[src/rtl/tick_scheduler.sv]
// tick_scheduler: run/pause/step FSM issuing 1-cycle clock-enable ticks every 2^DIVk cycles
// with a 16-bit running tick total.
module tick_scheduler #(
    parameter int DIV0      = 26,
    parameter int DIV1      = 24,
    parameter int DIV2      = 20,
    parameter int DIV3      = 17,
    parameter int CNT_WIDTH = 27
) (
    input  logic        clock,
    input  logic        reset,
    input  logic        start,
    input  logic        stop,
    input  logic        step,
    input  logic        clear,
    input  logic [1:0]  rate_sel,
    output logic        tick,
    output logic        running,
    output logic        paused,
    output logic [15:0] tick_total
);
    typedef enum logic [1:0] {IDLE, RUN, PAUSE, STEP} state_t;

    state_t               state, state_n, ret;
    logic [1:0]           rate_q;
    logic [5:0]           div;
    logic [CNT_WIDTH-1:0] cnt, cnt_n, mask;
    logic                 tc, tick_n;

    // Terminal count looks only at the low DIVk bits, so a phase held across a rate change still wraps.
    always_comb begin
        div  = rate_q == 2'd0 ? 6'(DIV0) : rate_q == 2'd1 ? 6'(DIV1) : rate_q == 2'd2 ? 6'(DIV2) : 6'(DIV3);
        mask = ~({CNT_WIDTH{1'b1}} << div);
        tc   = (cnt & mask) == mask;
    end

    always_comb begin
        state_n = state;
        cnt_n   = cnt;
        tick_n  = 1'b0;
        case (state)
            IDLE: begin
                cnt_n = '0;
                if (start) state_n = RUN;
                else if (step) begin
                    state_n = STEP;
                    tick_n  = 1'b1;
                end
            end
            RUN: begin
                if (stop) state_n = PAUSE;
                else if (rate_sel != rate_q) cnt_n = '0;
                else begin
                    cnt_n  = tc ? '0 : cnt + 1'b1;
                    tick_n = tc;
                end
            end
            PAUSE: begin
                if (stop) begin
                    state_n = IDLE;
                    cnt_n   = '0;
                end else if (start) state_n = RUN;
                else if (step) begin
                    state_n = STEP;
                    tick_n  = 1'b1;
                end
            end
            default: state_n = ret;
        endcase
        if (clear) begin
            state_n = IDLE;
            cnt_n   = '0;
            tick_n  = 1'b0;
        end
    end

    always_ff @(posedge clock or negedge reset) begin
        if (!reset) begin
            state      <= IDLE;
            ret        <= IDLE;
            rate_q     <= 2'd0;
            cnt        <= '0;
            tick       <= 1'b0;
            running    <= 1'b0;
            paused     <= 1'b0;
            tick_total <= 16'd0;
        end else begin
            state      <= state_n;
            if (state != STEP) ret <= state;
            rate_q     <= rate_sel;
            cnt        <= cnt_n;
            tick       <= tick_n;
            running    <= state_n == RUN;
            paused     <= state_n == PAUSE;
            tick_total <= clear ? 16'd0 : tick_total + 16'(tick_n);
        end
    end
endmodule
[config.mk]
export PLATFORM = sky130hd
export DESIGN_NAME = tick_scheduler
export DESIGN_NICKNAME = d
export VERILOG_FILES = /design/src/rtl/tick_scheduler.sv
export SDC_FILE = /design/constraint.sdc
export NUM_CORES = 1
export LEC_CHECK = 0
export ABC_AREA = 0
export CORE_ASPECT_RATIO = 1.25
export CORE_MARGIN = 2
export CORE_UTILIZATION = 55
export DETAILED_ROUTE_END_ITERATION = 8
export PLACE_DENSITY = 0.88
export SETUP_SLACK_MARGIN = 0.05
export SLEW_MARGIN = 40
export SYNTH_ARGS = -nofsm -noshare
export SYNTH_HDL_FRONTEND = slang
export SYNTH_SLANG_ARGS = --single-unit
[constraint.sdc]
create_clock -name clock -period 3.8 [get_ports clock]
set_input_delay 0.76 -clock clock [delete_from_list [all_inputs] [get_ports clock]]
set_output_delay 0.76 -clock clock [all_outputs]
set_load 0.1 [all_outputs]
Yosys cells after proc, flatten, opt, wreduce, memory -nomap -nowiden
Cells that the tools add are included.
Widths: inputs -> output; s select.
{"block": "word_totals", "ff_bits": 52, "inputBits": 8, "out_inout_bits": 19, "elab_cells": 51}
{"block": "op_classes", "addsub": 2, "eq_ne": 11, "shifts": 1, "mux": 23, "bitwise_logic": 2, "reduce_logical": 4}
{"cell": "$mux 27", "count": 5}
{"cell": "$pmux 27 s3", "count": 1}
{"cell": "$add 27x1->27 const B", "count": 1}
{"cell": "$and 27x27->27", "count": 1}
{"cell": "$eq 27x27->1", "count": 1}
{"cell": "$not 27->27", "count": 1}
{"cell": "$shl 27x5->27 const A", "count": 1}
{"cell": "$add 16x1->16", "count": 1}
{"cell": "$mux 16", "count": 1}
{"cell": "$mux 2", "count": 5}
{"cell": "$mux 4", "count": 2}
{"cell": "$eq 2x1->1 const B", "count": 3}
{"cell": "$eq 2x2->1 const B", "count": 3}
{"cell": "$mux 1", "count": 6}
{"cell": "$ne 3x3->1 const B", "count": 2}
{"cell": "$pmux 2 s3", "count": 1}
{"cell": "$logic_not 2->1", "count": 2}
{"cell": "$reduce_bool 4->1", "count": 1}
{"cell": "$mux 3", "count": 1}
{"cell": "$pmux 1 s3", "count": 1}
{"cell": "$reduce_and 3->1", "count": 1}
{"cell": "$ne 2x2->1", "count": 1}
{"cell": "$ne 2x2->1 const B", "count": 1}

Depth between registers and ports, before layout
Gate-level depths: netlist of the first run.
{"block": "logic_depth", "word_depth": 14, "ltp_mapped": 11}

Least setup slack after synthesis of the first run
No wires, ideal clock.
{"block": "synth_timing", "path_type": "flip-flop to flip-flop", "startpoint": "register cnt[0]", "endpoint": "register tick_total[12]", "arrival_ns": 2.620, "setup_slack_ns": 1.102, "stages_incl_launch_ff": 11, "cell_sequence": "dfrtp_1 > ha_1 > nand4_1 > nor4_2 > o21ai_4 > o21a_1 > nor3_1 > ha_1 > nand4_1 > or3_1 > a21oi_1"}
{"block": "synth_between", "elab_chain_len": 8}
{"item": "from (decl)", "line_no": "27", "text": "logic [CNT_WIDTH-1:0] cnt, cnt_n, mask;"}
{"item": "from (signal assigned)", "line_no": "91", "text": "cnt <= cnt_n;"}
{"item": "$and 27x27->27", "line_no": "34", "text": "tc = (cnt & mask) == mask;"}
{"item": "$eq 27x27->1", "line_no": "34"}
{"item": "$mux 1", "line_no": "52", "text": "else if (rate_sel != rate_q) cnt_n = '0;"}
{"item": "$mux 1", "line_no": "51", "text": "if (stop) state_n = PAUSE;"}
{"item": "$pmux 1 s3", "line_no": "41", "text": "case (state)"}
{"item": "$mux 1", "line_no": "70", "text": "if (clear) begin"}
{"item": "net tick_n", "line_no": "28", "text": "logic tc, tick_n;"}
{"item": "$add 16x1->16", "line_no": "95", "text": "tick_total <= clear ? 16'd0 : tick_total + 16'(tick_n);"}
{"item": "$mux 16", "line_no": "95"}
{"item": "to (signal assigned)", "line_no": "95"}
{"item": "to (decl)", "line_no": "20", "text": "output logic [15:0] tick_total"}
The timed path passes the listed nets, and every way through them passes these cells.
A chain may end at the register's enable or synchronous reset.

Worst setup path in the final report of the first run
{"block": "layout_timing", "startpoint": "register cnt[0]", "endpoint": "register tick_total[14]"}
Same word-level chain as after synthesis.

==> results.py, run 1 <==
metrics = {
    "outcome": {
        "status": "completed",
    },
    "critical_path": {
        "cp-end-kind": "flop",
        "arrival_ps": 3460,
        "start_kind": "flop",
        "cp_max_fo": 17,
        "critPathRequiredTime_ps": 4030,
        "crit_type": "reg2reg",
    },
    "yosys": {
        "ys_seq_area_frac": 0.459,
        "ys_types": 50,
        "synth_flop_cell": "dfrtp_1",
        "async_flop_share": 1.00,
        "synth_top_area_frac": 0.459,
        "synth_edf_count": 0,
        "mappedNetlistArea_mm2": 0.00278,
        "synth_area_per_cell_um2": 9.55,
        "ys_ff_latch": 51,
        "synth_area_leader_cell": "dfrtp_1",
        "synthCells": 291,
        "syn_nets": 302,
        "ys.warnings.count": 0,
        "synth.area.top_cells": "dfrtp_1 46%, nand4_1 4.5%, nor2_1 3.9%, nand3_1 3.8%, xnor2_1 3.8%",
    },
    "floorplanning": {
        "core_area_mm2": 0.00480,
        "die_y_um": 83.5,
        "die-area_mm2": 0.00564,
        "start_util": 0.579,
        "io_pins": 27,
        "die_width_um": 67.6,
        "row_count": 28,
    },
    "drt": {
        "via_per_inst": 6.09,
        "wl_per_cell_um": 15.7,
        "vias": 2303,
        "finalWirelength_mm": 5.92,
        "first_pass_iters": 5,
        "remaining_drc_errors": 0,
        "ant_nets": 0,
        "drt-initial-drc-count": 121,
    },
    "final_layout": {
        "post-route-util": 0.646,
        "drive_gt1_frac": 0.148,
        "nNetsFinal": 328,
        "insertedDiodeCount": 0,
        "final_area_mm2": 0.00310,
        "fill_cells": 388,
        "area_growth_pct": 11.6,
    },
    "timing": {
        "setup_viol": 0,
        "post-route-period-util": 0.851,
        "slew_headroom": 0.577,
        "hold_viol_final": 0,
        "drv_slew": 0,
        "finalSetupTns_ps": 0,
        "rsz0062_at_grt": "no",
        "tightest_slew_ps": 629,
        "min_period_ps": 3230,
        "skew_ps": 5.73,
        "timing.fmax_mhz": 309,
    },
    "cts": {
        "cts_resized": 0,
        "htree_levels": 2,
        "clk_latency_ps": 300,
        "cts_hold_buffers": 0,
        "numCtsBuffers": 5,
        "ctsLongestPathBuffers": 2,
        "cts.sinks": 51,
        "cts_tree": "built",
        "root_buffer": "clkbuf_8",
        "path_clk_slew_ps": 90,
        "cts_setup_buffers": 0,
    },
    "global_route": {
        "gr-usage-all-layers": 0.228,
        "grt_start_max_net_pins": 39,
        "grt_pass1_vias": 2275,
        "grt_pass1_wl_mm": 10.1,
        "overflow": 0,
        "antenna_found_initial": 0,
    },
    "power_and_ir_drop": {
        "power_density_mw_per_mm2": 338,
        "vdd.ir_drop.worst_v": 0.000231,
        "finalPower_mw": 1.05,
        "power_leakage_nw": 1.31,
    },
    "placement": {
        "portBuffers": 26,
        "place_congestion": 0.812,
        "placed_area_mm2": 0.00298,
        "place_hpwl_mm": 4.19,
    },
    "flow_run": {
        "maxCapViolations": 0,
    },
    "hold_path": {
        "hold_path.class": "in2async",
    },
}
## cell usage in the layout, fill, tap and decap left out, drive strengths merged, types with 10 or more instances in the layout
cell and instances:
nor2 31, buf 24, nand4 22, inv 12, o21ai 10, nand2 28, xnor2 12, dfrtp 51
nand3 21
## final timing paths
kind | start | end | slack, ps | cells after the start
max | cnt[0]$_DFFE_PN0P_ | tick_total[14]$_DFF_PN0_ | 570 | 10
min | reset | cnt[5]$_DFFE_PN0P_ | 420 | 1
max reg2reg | cnt[0]$_DFFE_PN0P_ | tick_total[14]$_DFF_PN0_ | 570 | 10
min reg2reg | cnt[9]$_DFFE_PN0P_ | cnt[9]$_DFFE_PN0P_ | 520 | 1
max in group asynchronous | reset | running$_DFF_PN0_ | 2820 | 2
min in group clock | cnt[9]$_DFFE_PN0P_ | cnt[9]$_DFFE_PN0P_ | 520 | 1
## state kept, by name (all words and copies together), names as in the netlist
name,count
tick,1
cnt,26
running,1
paused,1
rate_q,2
tick_total,16
ret,2
state,2
## cell usage after synthesis (all sizes together), types with 2 or more instances
library cell	n
and3	5
nor3b	3
clkbuf	6
or4	2
and4	3
mux2i	2
nor2	31
o211ai	2
xnor2	12
or3	7
o311ai	5
dfrtp	51
nor3	9
buf	5
o21ai	10
inv	12
a21oi	9
nand3	21
nor4b	2
a31oi	8
ha	3
or2	3
xor2	9
nand2	28
nor4	6
nand4	22
nor2b	4
and2	2
## power breakdown
part           internal, mW  switching (mW)
clock                 0.213           0.182
sequential            0.550         0.00987
combinational        0.0270          0.0666
## layout make-up
class                           count  area (um^2)  area share
Timing Repair Buffer               30          193      0.0621
Multi-Input combinational cell    217         1390       0.450
Sequential cell                    51         1280       0.412
Clock inverter                      2         35.0      0.0113
Tap cell                           60         75.1      0.0242
Clock buffer                        6         82.6      0.0266
Inverter                           12         45.0      0.0145
## logic make-up after synthesis
kind of cell | synth area share
muxes | 0.00721
buffers and inverters | 0.0387
adders and majority gates | 0.0135
and+or+nand+nor | 0.308
AOI/OAI and AO/OA | 0.107
xor gates and xnor gates | 0.0662
DFF | 0.459
## metal layers
layer,global-route usage,vias up,share of wire
met2,0.376,46,0.52
met5,0,-,0
met4,0.0594,0,0.0088
li1,-,1107,-
met3,0.0405,5,0.027
met1,0.305,1145,0.44
## critical path, cell delays in order (launching register included)
cell and delay, ps:
dfrtp_1 420, ha_1 250, nand4_1 230, nor4_2 350, o21ai_4 260, o21a_1 230
nor3_1 280, ha_1 290, nand4_1 260, or3_1 430, a21oi_1 160
## stage by stage
stage / std cells / hold WS [ps] / setup WS [ps]
floorplan: 291 / 449 / 1100
global placement: 370 / 466 / 665
detailed placement: 370 / 492 / 524
CTS: 378 / 428 / 575
global route: 378 / 442 / 287
finish: 378 / 415 / 567
Power figures use the tool's default switching activity.
==> run 2, diff against run 1 <==
- PLACE_DENSITY: 0.88 -> not set
- PLACE_DENSITY_LB_ADDON: not set -> 0.12
==> run 2 against run 1 <==
Net effect: setup slack improved by 41 ps; flip-flop and latch count did not move; first-iteration DRC count rose by 87%; routed wire length fell by 0.56%.
==> results.py, run 2 (same netlist as run 1, synthesis figures left out) <==
metrics = {
    "floorplanning": {
        "die_y_um": 83.5,
        "row_count": 28,
        "io_pins": 27,
        "die-area_mm2": 0.00564,
        "core_area_mm2": 0.00480,
        "start_util": 0.579,
        "die_width_um": 67.6,
    },
    "global_route": {
        "overflow": 0,
        "grt_start_max_net_pins": 35,
        "gr-usage-all-layers": 0.237,
        "grt_pass1_wl_mm": 10.4,
        "grt_pass1_vias": 2159,
        "antenna_found_initial": 0,
    },
    "power_and_ir_drop": {
        "seq_power_share": 0.559,
        "clockPowerShare": 0.347,
        "power_density_mw_per_mm2": 324,
        "finalPower_mw": 1.00,
        "power_leakage_nw": 1.30,
        "vdd.ir_drop.worst_v": 0.000220,
        "cellInternalPower_mw": 0.744,
        "combPwrFrac": 0.094,
        "power.switching_mw": 0.257,
        "swShare": 0.257,
    },
    "timing": {
        "setup_viol": 0,
        "timing.fmax_mhz": 313,
        "hold_viol_final": 0,
        "min_period_ps": 3190,
        "post-route-period-util": 0.840,
        "finalSetupTns_ps": 0,
        "setup_ws_ps": 609,
        "skew_ps": 13.0,
        "rsz0062_at_grt": "no",
        "tightest_slew_ps": 641,
        "slew_headroom": 0.568,
        "drv_slew": 0,
    },
    "final_layout": {
        "nNetsFinal": 328,
        "final_common_cell": "dfrtp_1",
        "top_register": "cnt",
        "area_growth_pct": 11.2,
        "drive_gt1_frac": 0.145,
        "layout_common_cells": "51 x dfrtp_1, 29 x nor2_1, 27 x nand2_1",
        "post-route-util": 0.643,
        "largest_reg_flops": 26,
        "reg.largest.list": "cnt: 26 flops, tick_total: 16 flops",
        "insertedDiodeCount": 0,
    },
    "placement": {
        "place_congestion": 0.812,
        "dp_slack_ps": 508,
        "portBuffers": 26,
        "place_hpwl_mm": 4.13,
    },
    "cts": {
        "htree_levels": 2,
        "cts_hold_buffers": 0,
        "cts_tree": "built",
        "root_buffer": "clkbuf_8",
        "numCtsBuffers": 5,
        "cts_resized": 0,
        "cts_setup_buffers": 0,
        "cts.sinks": 51,
        "ctsLongestPathBuffers": 2,
        "clk_latency_ps": 320,
        "path_clk_slew_ps": 100,
    },
    "drt": {
        "remaining_drc_errors": 0,
        "wl_per_cell_um": 15.6,
        "vias": 2270,
        "ant_nets": 0,
        "first_pass_iters": 5,
        "finalWirelength_mm": 5.89,
        "drt-initial-drc-count": 226,
        "via_per_inst": 6.01,
    },
    "critical_path": {
        "critPathRequiredTime_ps": 4040,
        "start_kind": "flop",
        "cp_max_fo": 17,
        "r2r_slack_ps": 610,
        "cp-end-kind": "flop",
        "crit_type": "reg2reg",
        "arrival_ps": 3430,
    },
    "outcome": {
        "status": "completed",
    },
    "hold_path": {
        "hold_path.class": "in2async",
    },
    "flow_run": {
        "maxCapViolations": 0,
    },
}
==> run 2: final timing paths <==
| path | from | endpoint | cells past startpoint |
|---|---|---|---|
| setup / recovery | cnt[1]$_DFFE_PN0P_ | tick_total[10]$_DFF_PN0_ | 10 |
| hold / removal | reset | cnt[12]$_DFFE_PN0P_ | 1 |
| setup reg to reg | cnt[1]$_DFFE_PN0P_ | tick_total[10]$_DFF_PN0_ | 10 |
| hold reg to reg | cnt[9]$_DFFE_PN0P_ | cnt[9]$_DFFE_PN0P_ | 1 |
| max in group asynchronous | reset | ret[1]$_DFFE_PN0P_ | 2 |
| min in group clock | cnt[9]$_DFFE_PN0P_ | cnt[9]$_DFFE_PN0P_ | 1 |
==> run 2: worst max-delay path: stages (launching register included) <==
cell	delay [ps]
dfrtp_1	410
ha_1	230
nand4_1	220
nor4_2	340
o21ai_4	260
o21a_1	240
nor3_1	270
ha_1	290
nand4_1	270
or3_1	430
a21oi_1	140
==> run 2: final cells by class <==
| type | instances | area (um^2) |
|---|---|---|
| clock buffer | 8 | 100 |
| fill | 407 | 1710 |
| timing repair buffer | 30 | 193 |
| sequential | 51 | 1280 |
| multi-input combinational | 217 | 1400 |
| tap | 60 | 75.1 |
| inverter | 12 | 45.0 |
==> run 2: metal layers <==
layer,track usage,part of all wire,vias to the layer above
li1,-,-,1109
met1,0.322,0.45,1106
met2,0.382,0.50,42
met3,0.0391,0.030,13
met4,0.0686,0.019,0
met5,0,0,-
==> run 2: power by group through the flow <==
stage | clock, mW | combinational [mW] | sequential [mW]
floorplan | 0 | 0.0456 | 0.584
global placement | 0 | 0.0959 | 0.571
detailed placement | 0 | 0.0940 | 0.571
CTS | 0.354 | 0.0942 | 0.560
global route | 0.377 | 0.104 | 0.562
finish | 0.347 | 0.0940 | 0.560
==> run 2: stage by stage <==
step	std cells	instance area (um^2)	hold WS, ps
after CTS	378	3080	496
final	378	3090	377
after floorplan	291	2780	449
after global placement	370	3080	469
after global routing	378	3090	416
after detailed placement	370	2980	482
==> run 3, diff against run 2 <==
- clock period: 3.8 -> 3.25 ns (I/O delays scaled with it)
==> run 3 against run 2 <==
Net effect: worst hold slack lost 52 ps; global-route usage shrank 0.77 points; combinational power is 19% higher; register-to-register slack lost 330 ps; routed wire length grew 0.68%.
==> results.py, run 3 (same netlist as run 1, synthesis figures left out) <==
metrics = {
    "outcome": {
        "status": "completed",
    },
    "final_layout": {
        "insertedDiodeCount": 0,
        "post-route-util": 0.659,
        "final_cells": 381,
        "reg.largest.list": "cnt: 26 flops, tick_total: 16 flops",
        "area_growth_pct": 13.9,
        "nNetsFinal": 331,
        "top_register": "cnt",
        "layout_common_cells": "51 x dfrtp_1, 29 x nor2_1, 27 x nand2_1",
        "drive_gt1_frac": 0.153,
        "largest_reg_flops": 26,
        "final_common_cell": "dfrtp_1",
    },
    "placement": {
        "placed_cells": 372,
        "place_congestion": 0.836,
        "place_hpwl_mm": 4.15,
        "portBuffers": 26,
    },
    "floorplanning": {
        "die-area_mm2": 0.00564,
        "die_width_um": 67.6,
        "die_y_um": 83.5,
        "start_util": 0.579,
        "core_area_mm2": 0.00480,
        "row_count": 28,
        "io_pins": 27,
    },
    "drt": {
        "wl_per_cell_um": 15.6,
        "via_per_inst": 6.00,
        "finalWirelength_mm": 5.93,
        "first_pass_iters": 4,
        "drt-initial-drc-count": 169,
        "vias": 2286,
        "remaining_drc_errors": 0,
        "ant_nets": 0,
    },
    "critical_path": {
        "crit_start": "cnt[0]$_DFFE_PN0P_",
        "worstRegToRegCells": 11,
        "arrival_ps": 3200,
        "r2r_slack_ps": 280,
        "critPathRequiredTime_ps": 3480,
        "rr_endpoint": "tick_total[14]$_DFF_PN0_",
        "crit_type": "reg2reg",
        "cp_max_fo": 9,
        "start_kind": "flop",
        "endpoint": "tick_total[14]$_DFF_PN0_",
        "rr_startpoint": "cnt[0]$_DFFE_PN0P_",
        "cp-end-kind": "flop",
    },
    "timing": {
        "setup_viol": 0,
        "finalSetupTns_ps": 0,
        "drv_slew": 0,
        "post-route-period-util": 0.915,
        "whs_ps": 325,
        "rsz0062_at_grt": "no",
        "hold_viol_final": 0,
        "min_period_ps": 2970,
        "slew_headroom": 0.584,
        "timing.fmax_mhz": 336,
        "skew_ps": 7.49,
        "tightest_slew_ps": 618,
    },
    "cts": {
        "cts_hold_buffers": 0,
        "htree_levels": 2,
        "clk_latency_ps": 300,
        "numCtsBuffers": 5,
        "cts.sinks": 51,
        "root_buffer": "clkbuf_8",
        "path_clk_slew_ps": 90,
        "cts_tree": "built",
        "ctsLongestPathBuffers": 2,
    },
    "hold_path": {
        "hold_path.class": "in2async",
    },
    "global_route": {
        "grt_pass1_wl_mm": 10.1,
        "overflow": 0,
        "grt_start_max_net_pins": 28,
        "antenna_found_initial": 0,
        "gr-usage-all-layers": 0.229,
        "grt_pass1_vias": 2144,
    },
    "flow_run": {
        "maxCapViolations": 0,
    },
    "power_and_ir_drop": {
        "vdd.ir_drop.worst_v": 0.000275,
        "power_density_mw_per_mm2": 372,
        "power_leakage_nw": 1.32,
        "finalPower_mw": 1.18,
    },
}
run 3: changes by cell type in the layout (fill, tap and decap cells not counted), sizes merged:
cell,change
buf,+3
run 3: worst min-delay path by stage:
stage / slack (ps) / to / cells past startpoint
finish: 320 / cnt[10]$_DFFE_PN0P_ / 1
global route: 360 / cnt[8]$_DFFE_PN0P_ / 1
global placement: 470 / cnt[9]$_DFFE_PN0P_ / 1
detailed placement: 480 / cnt[9]$_DFFE_PN0P_ / 1
CTS: 340 / cnt[8]$_DFFE_PN0P_ / 1
floorplan: 350 / cnt[0]$_DFFE_PN0P_ / 0
run 3: final cells by class:
cell class,instances,area (um^2)
repair buffers,33,260
fillers,403,1640
clock buffers,8,100
multi-input cells,217,1410
inverters,12,45.0
flip-flops and latches,51,1280
well taps,60,75.1
run 3: per-layer routing:
metal	track usage	up-vias	routed length, um
met4	0.0686	0	78
li1	-	1116	-
met1	0.308	1121	2710
met5	0	-	0
met2	0.371	43	2970
met3	0.0405	6	171
run 3: per-stage QoR:
step / worst slack (ps) / cell area, um^2
final: 276 / 3160
after global routing: 87.0 / 3160
after CTS: 229 / 3140
after detailed placement: 124 / 3040
after global placement: 222 / 3040
after floorplan: 552 / 2780
run 3: timing repair:
item / in CTS / in global routing
setup buffers: 0 / 1
setup endpoints to repair: 0 / 5
resized for setup: 0 / 1
run 3: power by group:
group          total [mW]  internal (mW)  switching [mW]
logic               0.112         0.0338          0.0786
clock network       0.408          0.195           0.213
registers           0.655          0.644          0.0115
run 3: worst max-delay path, stage by stage, from the launching register on:
cell	delay, ps
dfrtp_1	420
ha_1	230
nand4_1	250
nor4_4	280
o21ai_4	100
o21a_1	180
nor3_1	350
ha_1	300
nand4_1	100
buf_4	170
or3_1	350
a21oi_1	150
